`src/rtl/alu_sched_pkg.sv`:
```
// Shared definitions for the ALU scheduler: operand/result widths, the
// command opcode encodings, the alu5 select encodings, the scheduler FSM
// states and the multiply iteration count.
package alu_sched_pkg;

  localparam int DATA_W    = 5;   // operand width
  localparam int RES_W     = 10;  // response result width (5x5 product)
  localparam int OP_W      = 3;   // command opcode width
  localparam int MUL_ITERS = 5;   // one multiplier bit per MUL cycle
  localparam int CNT_W     = 3;   // wide enough to count MUL_ITERS steps

  localparam logic [CNT_W-1:0] MUL_LAST = CNT_W'(MUL_ITERS - 1);

  typedef logic [OP_W-1:0] op_t;

  localparam op_t OP_ADD = 3'b000;
  localparam op_t OP_SUB = 3'b001;
  localparam op_t OP_AND = 3'b010;
  localparam op_t OP_OR  = 3'b011;
  localparam op_t OP_MUL = 3'b100;
  // 3'b101 .. 3'b111 are illegal and answered with rsp_err

  // alu5 select: the low two opcode bits map directly onto it
  typedef enum logic [1:0] {
    ALU_ADD = 2'b00,
    ALU_SUB = 2'b01,
    ALU_AND = 2'b10,
    ALU_OR  = 2'b11
  } alu_sel_e;

  typedef enum logic [1:0] {
    ST_IDLE = 2'b00,
    ST_EXEC = 2'b01,
    ST_MUL  = 2'b10,
    ST_RESP = 2'b11
  } state_e;

  // True for the four opcodes executed directly by alu5 in EXEC
  function automatic logic is_alu_op(input op_t op);
    return (op <= OP_OR);
  endfunction

endpackage

```
`src/rtl/alu_scheduler_alu5.sv`:
```
// alu5 -- purely combinational 5-bit ALU, the scheduler's only arithmetic
// resource.
//   S        : operation select (00 ADD, 01 SUB, 10 AND, 11 OR)
//   X, Y     : 5-bit operands
//   F        : 5-bit result (modulo 32 for ADD/SUB)
//   Cout     : carry-out; for SUB this is not-borrow (X >= Y unsigned)
//   Overflow : two's-complement overflow for ADD/SUB, 0 for AND/OR
module alu5
  import alu_sched_pkg::*;
(
  input  alu_sel_e          S,
  input  logic [DATA_W-1:0] X,
  input  logic [DATA_W-1:0] Y,
  output logic [DATA_W-1:0] F,
  output logic              Cout,
  output logic              Overflow
);

  localparam int MSB = DATA_W - 1;

  logic [DATA_W:0] w_sum;
  logic [DATA_W:0] w_diff;

  assign w_sum  = {1'b0, X} + {1'b0, Y};
  // X - Y as X + ~Y + 1, so the top bit is the not-borrow carry
  assign w_diff = {1'b0, X} + {1'b0, ~Y} + {{DATA_W{1'b0}}, 1'b1};

  always_comb begin
    // NOTE: every output gets a default before the case so no path leaves
    // a value unassigned, which would otherwise infer a latch.
    F        = '0;
    Cout     = 1'b0;
    Overflow = 1'b0;
    case (S)
      ALU_ADD: begin
        F        = w_sum[MSB:0];
        Cout     = w_sum[DATA_W];
        Overflow = (X[MSB] == Y[MSB]) && (w_sum[MSB] != X[MSB]);
      end
      ALU_SUB: begin
        F        = w_diff[MSB:0];
        Cout     = w_diff[DATA_W];
        Overflow = (X[MSB] != Y[MSB]) && (w_diff[MSB] != X[MSB]);
      end
      ALU_AND: F = X & Y;
      ALU_OR:  F = X | Y;
      default: F = '0;
    endcase
  end

endmodule

```
`src/rtl/alu_scheduler.sv`:
```
// alu_scheduler -- two-requester front end for a single 5-bit ALU.
// Round-robin arbitration in IDLE accepts one command at a time; ADD, SUB,
// AND, OR and illegal opcodes take one EXEC cycle, MUL runs a 5-cycle
// shift-add through the alu5 ADD path. The response is held in RESP until
// the consumer takes it; only then is another command accepted.
//   clk, rst                 : clock, asynchronous active-high reset
//   reqN_valid / reqN_ready  : command handshake per requester (N = 0, 1)
//   reqN_op, reqN_x, reqN_y  : opcode and 5-bit operands
//   rsp_valid / rsp_ready    : response handshake
//   rsp_id                   : requester that issued the command
//   rsp_f                    : 10-bit result
//   rsp_cout, rsp_ovf        : carry-out and overflow flags
//   rsp_err                  : set for illegal opcodes
module alu_scheduler
  import alu_sched_pkg::*;
(
  input  logic              clk,
  input  logic              rst,
  input  logic              req0_valid,
  output logic              req0_ready,
  input  logic [OP_W-1:0]   req0_op,
  input  logic [DATA_W-1:0] req0_x,
  input  logic [DATA_W-1:0] req0_y,
  input  logic              req1_valid,
  output logic              req1_ready,
  input  logic [OP_W-1:0]   req1_op,
  input  logic [DATA_W-1:0] req1_x,
  input  logic [DATA_W-1:0] req1_y,
  output logic              rsp_valid,
  input  logic              rsp_ready,
  output logic              rsp_id,
  output logic [RES_W-1:0]  rsp_f,
  output logic              rsp_cout,
  output logic              rsp_ovf,
  output logic              rsp_err
);

  state_e r_state;
  state_e w_next_state;

  // Command latched at acceptance
  logic              r_last;   // requester granted most recently
  logic              r_id;
  op_t               r_op;
  logic [DATA_W-1:0] r_x;
  logic [DATA_W-1:0] r_y;

  // Shift-add multiplier: {r_acc_hi, r_acc_lo} ends up as the product,
  // r_acc_lo starts as the multiplier and is consumed LSB first.
  logic [DATA_W-1:0] r_acc_hi;
  logic [DATA_W-1:0] r_acc_lo;
  logic [CNT_W-1:0]  r_cnt;

  logic              r_rsp_valid;
  logic              r_rsp_id;
  logic [RES_W-1:0]  r_rsp_f;
  logic              r_rsp_cout;
  logic              r_rsp_ovf;
  logic              r_rsp_err;

  logic              w_any_valid;
  logic              w_grant;
  logic              w_accept;
  op_t               w_sel_op;
  logic [DATA_W-1:0] w_sel_x;
  logic [DATA_W-1:0] w_sel_y;

  alu_sel_e          w_alu_sel;
  logic [DATA_W-1:0] w_alu_x;
  logic [DATA_W-1:0] w_alu_y;
  logic [DATA_W-1:0] w_alu_f;
  logic              w_alu_cout;
  logic              w_alu_ovf;

  logic [DATA_W-1:0] w_mul_sum;
  logic              w_mul_c;
  logic              w_mul_last;

  // --------------------------------------------------------------------
  // Arbitration: on a tie the requester not granted last wins
  // --------------------------------------------------------------------
  assign w_any_valid = req0_valid | req1_valid;
  assign w_grant     = (req0_valid && req1_valid) ? ~r_last : req1_valid;
  // rst gates acceptance so ready stays low for the whole reset pulse
  assign w_accept    = (r_state == ST_IDLE) && w_any_valid && !rst;
  assign w_sel_op    = w_grant ? req1_op : req0_op;
  assign w_sel_x     = w_grant ? req1_x  : req0_x;
  assign w_sel_y     = w_grant ? req1_y  : req0_y;

  // --------------------------------------------------------------------
  // Shared ALU: operands from the latched command in EXEC, otherwise the
  // multiplier's partial product plus multiplicand on the ADD path.
  // --------------------------------------------------------------------
  always_comb begin
    w_alu_sel = ALU_ADD;
    w_alu_x   = r_acc_hi;
    w_alu_y   = r_x;
    if (r_state == ST_EXEC) begin
      w_alu_sel = alu_sel_e'(r_op[1:0]);
      w_alu_x   = r_x;
      w_alu_y   = r_y;
    end
  end

  alu5 u_alu5 (
    .S        (w_alu_sel),
    .X        (w_alu_x),
    .Y        (w_alu_y),
    .F        (w_alu_f),
    .Cout     (w_alu_cout),
    .Overflow (w_alu_ovf)
  );

  // Multiplicand is added only when the current multiplier bit is set
  assign w_mul_sum  = r_acc_lo[0] ? w_alu_f : r_acc_hi;
  assign w_mul_c    = r_acc_lo[0] & w_alu_cout;
  assign w_mul_last = (r_cnt == MUL_LAST);

  // --------------------------------------------------------------------
  // FSM
  // --------------------------------------------------------------------
  always_ff @(posedge clk or posedge rst) begin
    // NOTE: sequential state uses non-blocking assignments so every
    // register samples pre-edge values regardless of evaluation order.
    if (rst) r_state <= ST_IDLE;
    else     r_state <= w_next_state;
  end

  always_comb begin
    w_next_state = r_state;
    req0_ready   = 1'b0;
    req1_ready   = 1'b0;
    case (r_state)
      ST_IDLE: begin
        req0_ready = w_accept & ~w_grant;
        req1_ready = w_accept &  w_grant;
        if (w_accept) w_next_state = (w_sel_op == OP_MUL) ? ST_MUL : ST_EXEC;
      end
      ST_EXEC: w_next_state = ST_RESP;
      ST_MUL:  if (w_mul_last) w_next_state = ST_RESP;
      ST_RESP: if (rsp_ready) w_next_state = ST_IDLE;
      default: w_next_state = ST_IDLE;
    endcase
  end

  // --------------------------------------------------------------------
  // Datapath
  // --------------------------------------------------------------------
  always_ff @(posedge clk or posedge rst) begin
    if (rst) begin
      // NOTE: the command and multiplier registers are cleared as well as
      // the visible outputs; they are tiny and a clean reset keeps an
      // aborted command from leaving stale operands behind.
      r_last      <= 1'b1;
      r_id        <= 1'b0;
      r_op        <= OP_ADD;
      r_x         <= '0;
      r_y         <= '0;
      r_acc_hi    <= '0;
      r_acc_lo    <= '0;
      r_cnt       <= '0;
      r_rsp_valid <= 1'b0;
      r_rsp_id    <= 1'b0;
      r_rsp_f     <= '0;
      r_rsp_cout  <= 1'b0;
      r_rsp_ovf   <= 1'b0;
      r_rsp_err   <= 1'b0;
    end else begin
      case (r_state)
        ST_IDLE: begin
          if (w_accept) begin
            r_last   <= w_grant;
            r_id     <= w_grant;
            r_op     <= w_sel_op;
            r_x      <= w_sel_x;
            r_y      <= w_sel_y;
            r_acc_hi <= '0;
            r_acc_lo <= w_sel_y;
            r_cnt    <= '0;
          end
        end
        ST_EXEC: begin
          r_rsp_valid <= 1'b1;
          r_rsp_id    <= r_id;
          if (is_alu_op(r_op)) begin
            r_rsp_f    <= {{(RES_W-DATA_W){1'b0}}, w_alu_f};
            r_rsp_cout <= w_alu_cout;
            r_rsp_ovf  <= w_alu_ovf;
            r_rsp_err  <= 1'b0;
          end else begin
            r_rsp_f    <= '0;
            r_rsp_cout <= 1'b0;
            r_rsp_ovf  <= 1'b0;
            r_rsp_err  <= 1'b1;
          end
        end
        ST_MUL: begin
          // Shift {carry, sum, multiplier} right by one each step
          r_acc_hi <= {w_mul_c, w_mul_sum[DATA_W-1:1]};
          r_acc_lo <= {w_mul_sum[0], r_acc_lo[DATA_W-1:1]};
          r_cnt    <= r_cnt + CNT_W'(1);
          if (w_mul_last) begin
            r_rsp_valid <= 1'b1;
            r_rsp_id    <= r_id;
            r_rsp_f     <= {w_mul_c, w_mul_sum, r_acc_lo[DATA_W-1:1]};
            r_rsp_cout  <= 1'b0;
            r_rsp_ovf   <= |{w_mul_c, w_mul_sum[DATA_W-1:1]};
            r_rsp_err   <= 1'b0;
          end
        end
        ST_RESP: begin
          if (rsp_ready) r_rsp_valid <= 1'b0;
        end
        default: ;
      endcase
    end
  end

  assign rsp_valid = r_rsp_valid;
  assign rsp_id    = r_rsp_id;
  assign rsp_f     = r_rsp_f;
  assign rsp_cout  = r_rsp_cout;
  assign rsp_ovf   = r_rsp_ovf;
  assign rsp_err   = r_rsp_err;

endmodule

```
`config.mk`:
```
export PLATFORM = sky130hd
export DESIGN_NAME = alu_scheduler
export DESIGN_NICKNAME = d
export VERILOG_FILES = /design/src/rtl/alu_sched_pkg.sv /design/src/rtl/alu_scheduler_alu5.sv /design/src/rtl/alu_scheduler.sv
export SDC_FILE = /design/constraint.sdc
export NUM_CORES = 1
export LEC_CHECK = 0
export CORE_MARGIN = 5
export CORE_UTILIZATION = 35
export DETAILED_ROUTE_END_ITERATION = 16
export DONT_BUFFER_PORTS = 1
export HOLD_SLACK_MARGIN = 0.03
export SYNTH_ARGS = -nofsm -noshare
export SYNTH_HDL_FRONTEND = slang
export SYNTH_SLANG_ARGS = --single-unit
export TNS_END_PERCENT = 10
```
`constraint.sdc`:
```
create_clock -name clk -period 6.2 [get_ports clk]
set_input_delay 1.55 -clock clk [delete_from_list [all_inputs] [get_ports clk]]
set_output_delay 1.55 -clock clk [all_outputs]
set_load 0.005 [all_outputs]
```
* Yosys cells after proc, flatten, opt, wreduce, memory -nomap -nowiden
Cells that the tools add are included.
** Storage, ports and cells
- Register bits after elaboration :: 45
- Bits of input ports :: 31
- Output and inout port bits :: 17
- Logic and storage cells :: 101
** Operators by class
- Add/subtract/negate cells :: 4
- Order comparisons :: 1
- Equal/unequal tests :: 15
- Multiplexer cells :: 40
- Bitwise operators :: 9
- Reduce and logical (&&, ||, !) cells :: 17
** Operators by type and width (count)
- two-way mux 5 bit :: 8
- one-hot mux 10 bit (2 select lines) :: 1
- one-hot mux 5 bit (2 select lines) :: 2
- one-hot mux 5 bit (4 select lines) :: 1
- adder 5 x 5 -> 6 bit :: 2
- one-hot mux 1 bit (2 select lines) :: 6
- two-way mux 1 bit :: 11
- two-way mux 10 bit :: 1
- two-way mux 2 bit :: 5
- == test 2 bit (second input constant) :: 4
- one-hot mux 2 bit (4 select lines) :: 1
- adder 6 x 1 -> 6 bit (second input constant) :: 1
- == test 3 bit (second input constant) :: 2
- two-way mux 3 bit :: 2
- inequality test 2 bit (second input constant) :: 3
- one-hot mux 3 bit (2 select lines) :: 1
- AND reduction 2 bit :: 3
- AND reduction 3 bit :: 2
- AND 5 bit :: 1
- logical AND 1 bit :: 5
- inverter 5 bit :: 1
- OR 5 bit :: 1
- OR reduction 5 bit :: 1
- == test 2 x 1 -> 1 bit (second input constant) :: 2
- other kinds (12) :: 19

* Logic depth before layout (Yosys ltp)
Gate-level depths: netlist of run 1.
- Word-level depth :: 10
- Depth in mapped cells :: 14
- Depth with buffers taken out :: 12

* Cells and area by module
A second synthesis of run 1 with hierarchy kept.
** Unflattened totals
- Cell total of the unflattened synthesis :: 318
- Area, all modules :: 3030.4 µm²
** Modules (own cells, without submodules)
- alu_scheduler :: times used 1, cells an instance 227, area each 2326.0 µm², sequential area each 1127.3 µm²
- alu5 :: times used 1, cells an instance 91, area each 704.4 µm², sequential area each 0.0 µm²

* Worst setup path before layout of run 1
No wires, ideal clock.
- Path type :: input port to output port
- Start point :: input port rst
- End point :: output port req1_ready
- Arrival :: 2.253 ns
- Setup slack :: 2.397 ns
- Stages on the path :: 3
- Cells stage by stage :: or3_1 -> clkbuf_1 -> nor2_1
** Between the ends
- Word-level cells in the longest chain between the ends :: 4
** RTL lines
- start, declared :: line alu_scheduler.sv:18 : input logic rst,
- logical NOT 1 bit (no source line)
- logical AND 1 bit :: line alu_scheduler.sv:85 : assign w_accept = (r_state == ST_IDLE) && w_any_valid && !rst;
- AND 1 bit :: line alu_scheduler.sv:136 : req1_ready = w_accept & w_grant;
- two-way mux 1 bit :: line alu_scheduler.sv:133 : case (r_state)
- end, declared :: line alu_scheduler.sv:25 : output logic req1_ready,
No other way between the ends.

* Final worst setup path of run 1
- Start point :: input port req1_valid
- End point :: output port req1_ready
** Between the ends
- Word-level cells in the longest chain between the ends :: 5
- Elaborated cells on any way between the ends :: 7
** RTL lines
- start, declared :: line alu_scheduler.sv:24 : input logic req1_valid,
- OR 1 bit :: line alu_scheduler.sv:82 : assign w_any_valid = req0_valid | req1_valid;
- logical AND 1 bit (2 in a row) :: line alu_scheduler.sv:85
- AND 1 bit (*) :: line alu_scheduler.sv:136
- two-way mux 1 bit (*) :: line alu_scheduler.sv:133
Mark *: on every way between the ends. The rest lies on a longest branch, timed or not.

==> results of run 1 <==
-- kinds of logic (layout without fill, tap and decap cells) --
logic type | Yosys count | in the layout | synth area share (%)
flip-flops | 45 | 45 | 37.2
adder cells (fa/ha/maj) | 23 | 23 | 9.99
AND/OR/NAND/NOR | 121 | 121 | 18.2
XOR/XNOR | 4 | 4 | 1.16
buffers and inverters | 37 | 34 | 4.95
AO/OA/AOI/OAI | 101 | 101 | 21.8
multiplexers | 19 | 19 | 6.73
-- report_power, final --
group	switching, mW	internal (mW)	total (mW)
Clock	0.105	0.121	0.226
Combinational	0.742	0.524	1.27
Sequential	0.152	0.429	0.581
-- sequential cells by signal (all words and copies together) (netlist names) --
| name | count |
|---|---|
| rsp_id | 1 |
| rsp_valid | 1 |
| r_state | 2 |
| r_cnt | 3 |
| r_op | 3 |
| r_last | 1 |
| r_acc_lo | 5 |
| r_y | 5 |
| r_x | 5 |
| r_acc_hi | 5 |
| r_id | 1 |
| rsp_cout | 1 |
| rsp_ovf | 1 |
| rsp_err | 1 |
| rsp_f | 10 |
-- worst max-delay path, delay by kind of cell --
family / cells / cell delay, ns
simple gates: 3 / 0.74
-- layer usage --
metal	track usage, %	wire, µm	vias up
li1	-	-	1233
met1	21.1	3540	1180
met2	22.3	3280	93
met3	3.59	511	9
met4	2.79	89	0
met5	0	0	-
-- area by class of cell --
class / count / share of cell area (%)
Clock buffer: 6 / 2.24
Sequential cell: 45 / 34.7
Inverter: 22 / 2.54
Tap cell: 108 / 4.16
Multi-Input combinational cell: 268 / 54.2
Clock inverter: 2 / 1.20
Timing Repair Buffer: 4 / 0.925
-- path summary, 6_finish.rpt --
path | to | cells after the start | slack, ns | from
worst min-delay path | r_y[2]$_DFFE_PP0P_ | 1 | 0.49 | r_y[2]$_DFFE_PP0P_
max in group asynchronous | r_x[0]$_DFFE_PP0P_ | 2 | 4.53 | rst
worst max-delay path | req1_ready | 3 | 2.36 | req1_valid
min in group asynchronous | r_id$_DFFE_PP0P_ | 2 | 1.27 | rst
worst min register to register | r_y[2]$_DFFE_PP0P_ | 1 | 0.49 | r_y[2]$_DFFE_PP0P_
worst max register to register | rsp_ovf$_DFFE_PP0P_ | 12 | 2.84 | r_state[1]$_DFFE_PP0P_
-- metrics by stage --
stage	worst slack, ns	total power [mW]	instance area (µm²)
final	2.36	2.07	3250
after global routing	2.30	2.28	3250
after CTS	2.36	2.08	3250
after detailed placement	2.36	1.86	3130
after global placement	2.38	1.83	3130
after floorplan	2.40	1.54	3030
-- placed cells by master, fill, tap and decap left out, drive strengths merged, types with 2 or more instances in the layout --
cell type,instances
or3,2
ha,21
and3b,2
clkinv,3
and2,3
nor3,3
mux2i,8
mux2,11
dfrtp,44
nor3b,2
o221ai,2
nand3,13
a21o,4
nor2b,2
a22oi,3
a211oi,3
nand2,50
o21ai,25
buf,4
nand4,2
clkbuf,6
nand2b,2
a31oi,14
o211ai,2
o32ai,2
inv,20
xnor2,3
a21oi,20
nor2,34
o2bb2ai,2
o21bai,4
a221oi,2
o21a,4
o22ai,6
fa,2
==> impl_metrics.yaml, run 1 <==
run_status:
  status: "finished, final reports clean"
critical_path:
  worstSetupEndpointType: "output port"
  startpoint_type: "primary input"
  worstPathArrival_ns: 2.29
  cpMaxStageDelayCell: "or3_1"
  crit_chain: "nor2_1, or3_1, nor2_1"
  cpMostUsedCell: "nor2_1"
  crit_required_ns: 4.65
  criticalPathCategory: "in -> out"
  worst_path_largest_cell_delay_ns: 0.44
  worst-path-max-fanout: 9
placed_design:
  io_buffers: 0
  dp_hpwl_um: 5740
  place_congestion: 0.877
  dp.cells: 447
clocking:
  cts_buffers: 5
  cts_max_level: 2
  worstSkewPairLatency_ns: 0.30
  hold_buffers: 0
  clock_sinks: 45
  cts_tree: "built"
  clk_transition_reported_paths_ns: 0.08
  post-cts-setup-buffers: 0
  clk_path_buf_depth: 2
  cts_root_buf: "clkbuf_8"
  ctsResizeCount: 0
layout:
  nNetsFinal: 400
  multi_input_area_mm2: 0.00176
  syn_to_final_growth_pct: 7.06
  stdcell_count: 455
  regArea_mm2: 0.00113
  n_antenna_cell: 0
  fin_util_pct: 37.8
  drive_above_1_share_pct: 8.07
  fillCellCount: 868
flow_run:
  drv_cap: 0
sta:
  period_needed_ns: 3.84
  period_share_pct: 61.9
  report.final.slew_viol_count: 0
  tightest_slew_ns: 0.664
  final_hold_viol_count: 0
  finalSetupTns_ns: 0
  finClkSkew_ns: 0.00620
  relSlewSlack_pct: 55.8
  rsz0062_at_grt: "no"
  fin_hold_ws_ns: 0.489
  max_freq_mhz: 260
  setup_viol: 0
synthesis:
  async_reset_ff_share_pct: 100
  synth.net_count: 404
  ys_seq_elements: 45
  ys_seq_area_share_pct: 37.2
  ys_warn_count: 0
  synthCells: 350
  synth_top_cell_area_share_pct: 36.3
  synth_flop_cell: "dfrtp_1"
  avgSynthCellArea_um2: 8.66
  synthTopCellsByCount: "50 x nand2_1, 44 x dfrtp_1, 34 x nor2_1"
  synth_area_leader_cell: "dfrtp_1"
  synth_area_leaders: "dfrtp_1 36%, ha_1 8.7%, nand2_1 6.2%"
  synth_cell_types: 54
  syn_area_mm2: 0.00303
  yosysMostFrequentCell: "nand2_1"
  synth_edf_count: 0
global_routing:
  gr-usage-all-layers_pct: 14.6
  grt_overflow: 0
  grt_pass1_vias: 2441
  grt_max_degree: 46
  grt_pass1_wl_um: 12400
  antenna_found_initial: 0
drt:
  first_pass_iters: 4
  antenna_left: 0
  wirelength_um: 7420
  wire_per_inst_um: 16.3
  drt_iter0_markers: 168
  vias: 2515
  viasPerCell: 5.53
  drc: 0
floorplanning:
  rows: 34
  die_w_um: 103
  die_area_mm2: 0.0106
  io_pins: 48
  core_mm2: 0.00859
  initial_core_util_pct: 35.3
  die_y_um: 103
hold_path:
  min_path_type: "reg -> reg"
power_and_ir_drop:
  p_per_area_mw_per_mm2: 639
  peakVddDrop_v: 0.000241
  p_leak_nw: 1.43
(Power assumes the default switching activity.)
==> run 2, diff against run 1 <==
==> constraint.sdc (replaced) <==
create_clock -name clk -period 3.69 [get_ports clk]
set_input_delay 0.9225 -clock clk [delete_from_list [all_inputs] [get_ports clk]]
set_output_delay 0.9225 -clock clk [all_outputs]
set_load 0.005 [all_outputs]
==> run 2 against run 1 <==
Against the previous run:
- via count is 0.44% higher
- non-clock buffer count increased by 1
- die area did not move
- global-route usage up 1.0 points
- sequential power is 69% higher
- sequential share of layout area shrank 0.080 points
- register-to-register slack lost 2.3 ns
- critical path type is now reg -> reg
- count of clock-buffer cells in the layout unchanged
- first-iteration DRC count increased by 3.0%
- largest cell class unchanged
==> impl_metrics.yaml, run 2 (synthesis gave the netlist of run 1 again) <==
sta:
  max_freq_mhz: 320
  rsz0062_at_grt: "no"
  finClkSkew_ns: 0.0100
  finalSetupTns_ns: 0
  period_needed_ns: 3.12
  tightest_slew_ns: 1.08
  setup_viol: 0
  period_share_pct: 84.7
  report.final.slew_viol_count: 0
  fin_hold_ws_ns: 0.491
  relSlewSlack_pct: 27.4
  final_hold_viol_count: 0
power_and_ir_drop:
  peakVddDrop_v: 0.000359
  p_per_area_mw_per_mm2: 1080
  p_leak_nw: 1.43
critical_path:
  r2r_cells: 12
  criticalPathCategory: "reg -> reg"
  worstPathArrival_ns: 3.31
  crit_chain: "inv_1, ha_1, buf_4, mux2i_1, inv_1, ha_1, and4bb_2, a31oi_1, o32ai_1, o22ai_1, o311ai_0, a31oi_1"
  cpMaxStageDelayCell: "mux2i_1"
  worstSetupEndpointType: "flop"
  timing.rr.start: "r_state[1]$_DFFE_PP0P_"
  r2r-end: "rsp_ovf$_DFFE_PP0P_"
  regToRegSetupSlack_ns: 0.57
  startpoint_type: "flop"
  worst-path-max-fanout: 11
  crit_required_ns: 3.88
  worst_path_largest_cell_delay_ns: 0.45
global_routing:
  grtUsageMet3_pct: 4.60
  grt_overflow: 0
  grtUsageMet2_pct: 23.5
  gr-usage-all-layers_pct: 15.6
  antenna_found_initial: 0
  top_usage_layer: "met2"
  grt_pass1_vias: 2554
  gr-usage-met1_pct: 21.8
  grt_max_degree: 31
  grt_pass1_wl_um: 12800
clocking:
  cts_tree: "built"
  cts_max_level: 2
  cts_root_buf: "clkbuf_8"
  cts_buffers: 5
  clk_transition_reported_paths_ns: 0.09
  worstSkewPairLatency_ns: 0.30
  ctsResizeCount: 0
  clk_path_buf_depth: 2
  hold_buffers: 0
  clock_sinks: 45
  post-cts-setup-buffers: 0
drt:
  wire_per_inst_um: 17.1
  antenna_left: 0
  viasPerCell: 5.54
  drc: 0
  drt_iter0_markers: 173
  wirelength_um: 7790
  first_pass_iters: 5
  vias: 2526
hold_path:
  min_to: "r_id$_DFFE_PP0P_"
  min_from: "r_id$_DFFE_PP0P_"
  min_path_type: "reg -> reg"
  hold_path_depth: 1
layout:
  drive_above_1_share_pct: 8.33
  largest_reg_flops: 10
  design_area_mm2: 0.00325
  nNetsFinal: 401
  n_antenna_cell: 0
  syn_to_final_growth_pct: 7.30
  final_common_cell: "nand2_1"
  most-common-layout-cells: "50 x nand2_1, 44 x dfrtp_1, 34 x nor2_1"
placed_design:
  place_congestion: 0.908
  dpl-instance-area_mm2: 0.00314
  io_buffers: 0
  dp_hpwl_um: 6050
floorplanning:
  core_mm2: 0.00859
  die_area_mm2: 0.0106
  initial_core_util_pct: 35.3
  rows: 34
  io_pins: 48
  die_y_um: 103
  die_w_um: 103
flow_run:
  drv_cap: 0
run_status:
  status: "finished, final reports clean"
run 2: cell count changes in the layout (fill, tap and decap cells not counted), sizes merged:
| cell | previous run | this run |
|---|---|---|
| buf | 4 | 5 |
run 2: cell type report:
class | instances | area (µm²)
multi-input combinational | 268 | 1760
tap | 108 | 135
clock buffer | 6 | 72.6
timing repair buffer | 5 | 37.5
sequential | 45 | 1130
clock inverter | 2 | 38.8
fill | 871 | 5340
inverter | 22 | 82.6
run 2: power by group:
| group | internal, mW | switching, mW |
|---|---|---|
| clock network | 0.204 | 0.178 |
| logic | 0.894 | 1.25 |
| registers | 0.720 | 0.264 |
| total | 1.82 | 1.69 |
run 2: per-layer routing:
layer,up-vias,part of all wire [%]
met5,-,0
met1,1192,48
met2,85,44
li1,1236,-
met3,13,6.9
met4,0,1.9
run 2: worst max-delay path by stage:
stage | to | slack (ns) | from | cells after the start
after floorplan | rsp_ovf$_DFFE_PP0P_ | 0.24 | r_state[1]$_DFFE_PP0P_ | 13
after global routing | rsp_ovf$_DFFE_PP0P_ | 0.28 | r_state[1]$_DFFE_PP0P_ | 12
after global placement | rsp_ovf$_DFFE_PP0P_ | 0.63 | r_state[1]$_DFFE_PP0P_ | 11
after CTS | rsp_ovf$_DFFE_PP0P_ | 0.58 | r_state[1]$_DFFE_PP0P_ | 12
after detailed placement | rsp_ovf$_DFFE_PP0P_ | 0.59 | r_state[1]$_DFFE_PP0P_ | 12
final | rsp_ovf$_DFFE_PP0P_ | 0.57 | r_state[1]$_DFFE_PP0P_ | 12
run 2: critical path: cells and delay by family, from the launching register on:
kind	cells	cell delay [ns]
flip-flops	1	0.41
AND/OR/NAND/NOR	1	0.30
buffers and inverters	3	0.42
multiplexers	1	0.45
adder cells (fa/ha/maj)	2	0.45
AO/OA/AOI/OAI	5	0.98
run 2: metrics by stage:
stage	power, mW	cells	setup WS, ns	util, %
3_3_place_gp	3.10	448	0.625	36.6
6_report	3.51	456	0.566	37.9
4_1_cts	3.52	456	0.583	37.9
5_1_grt	3.84	456	0.285	37.9
2_1_floorplan	2.59	350	0.242	-
3_5_place_dp	3.13	448	0.589	36.6
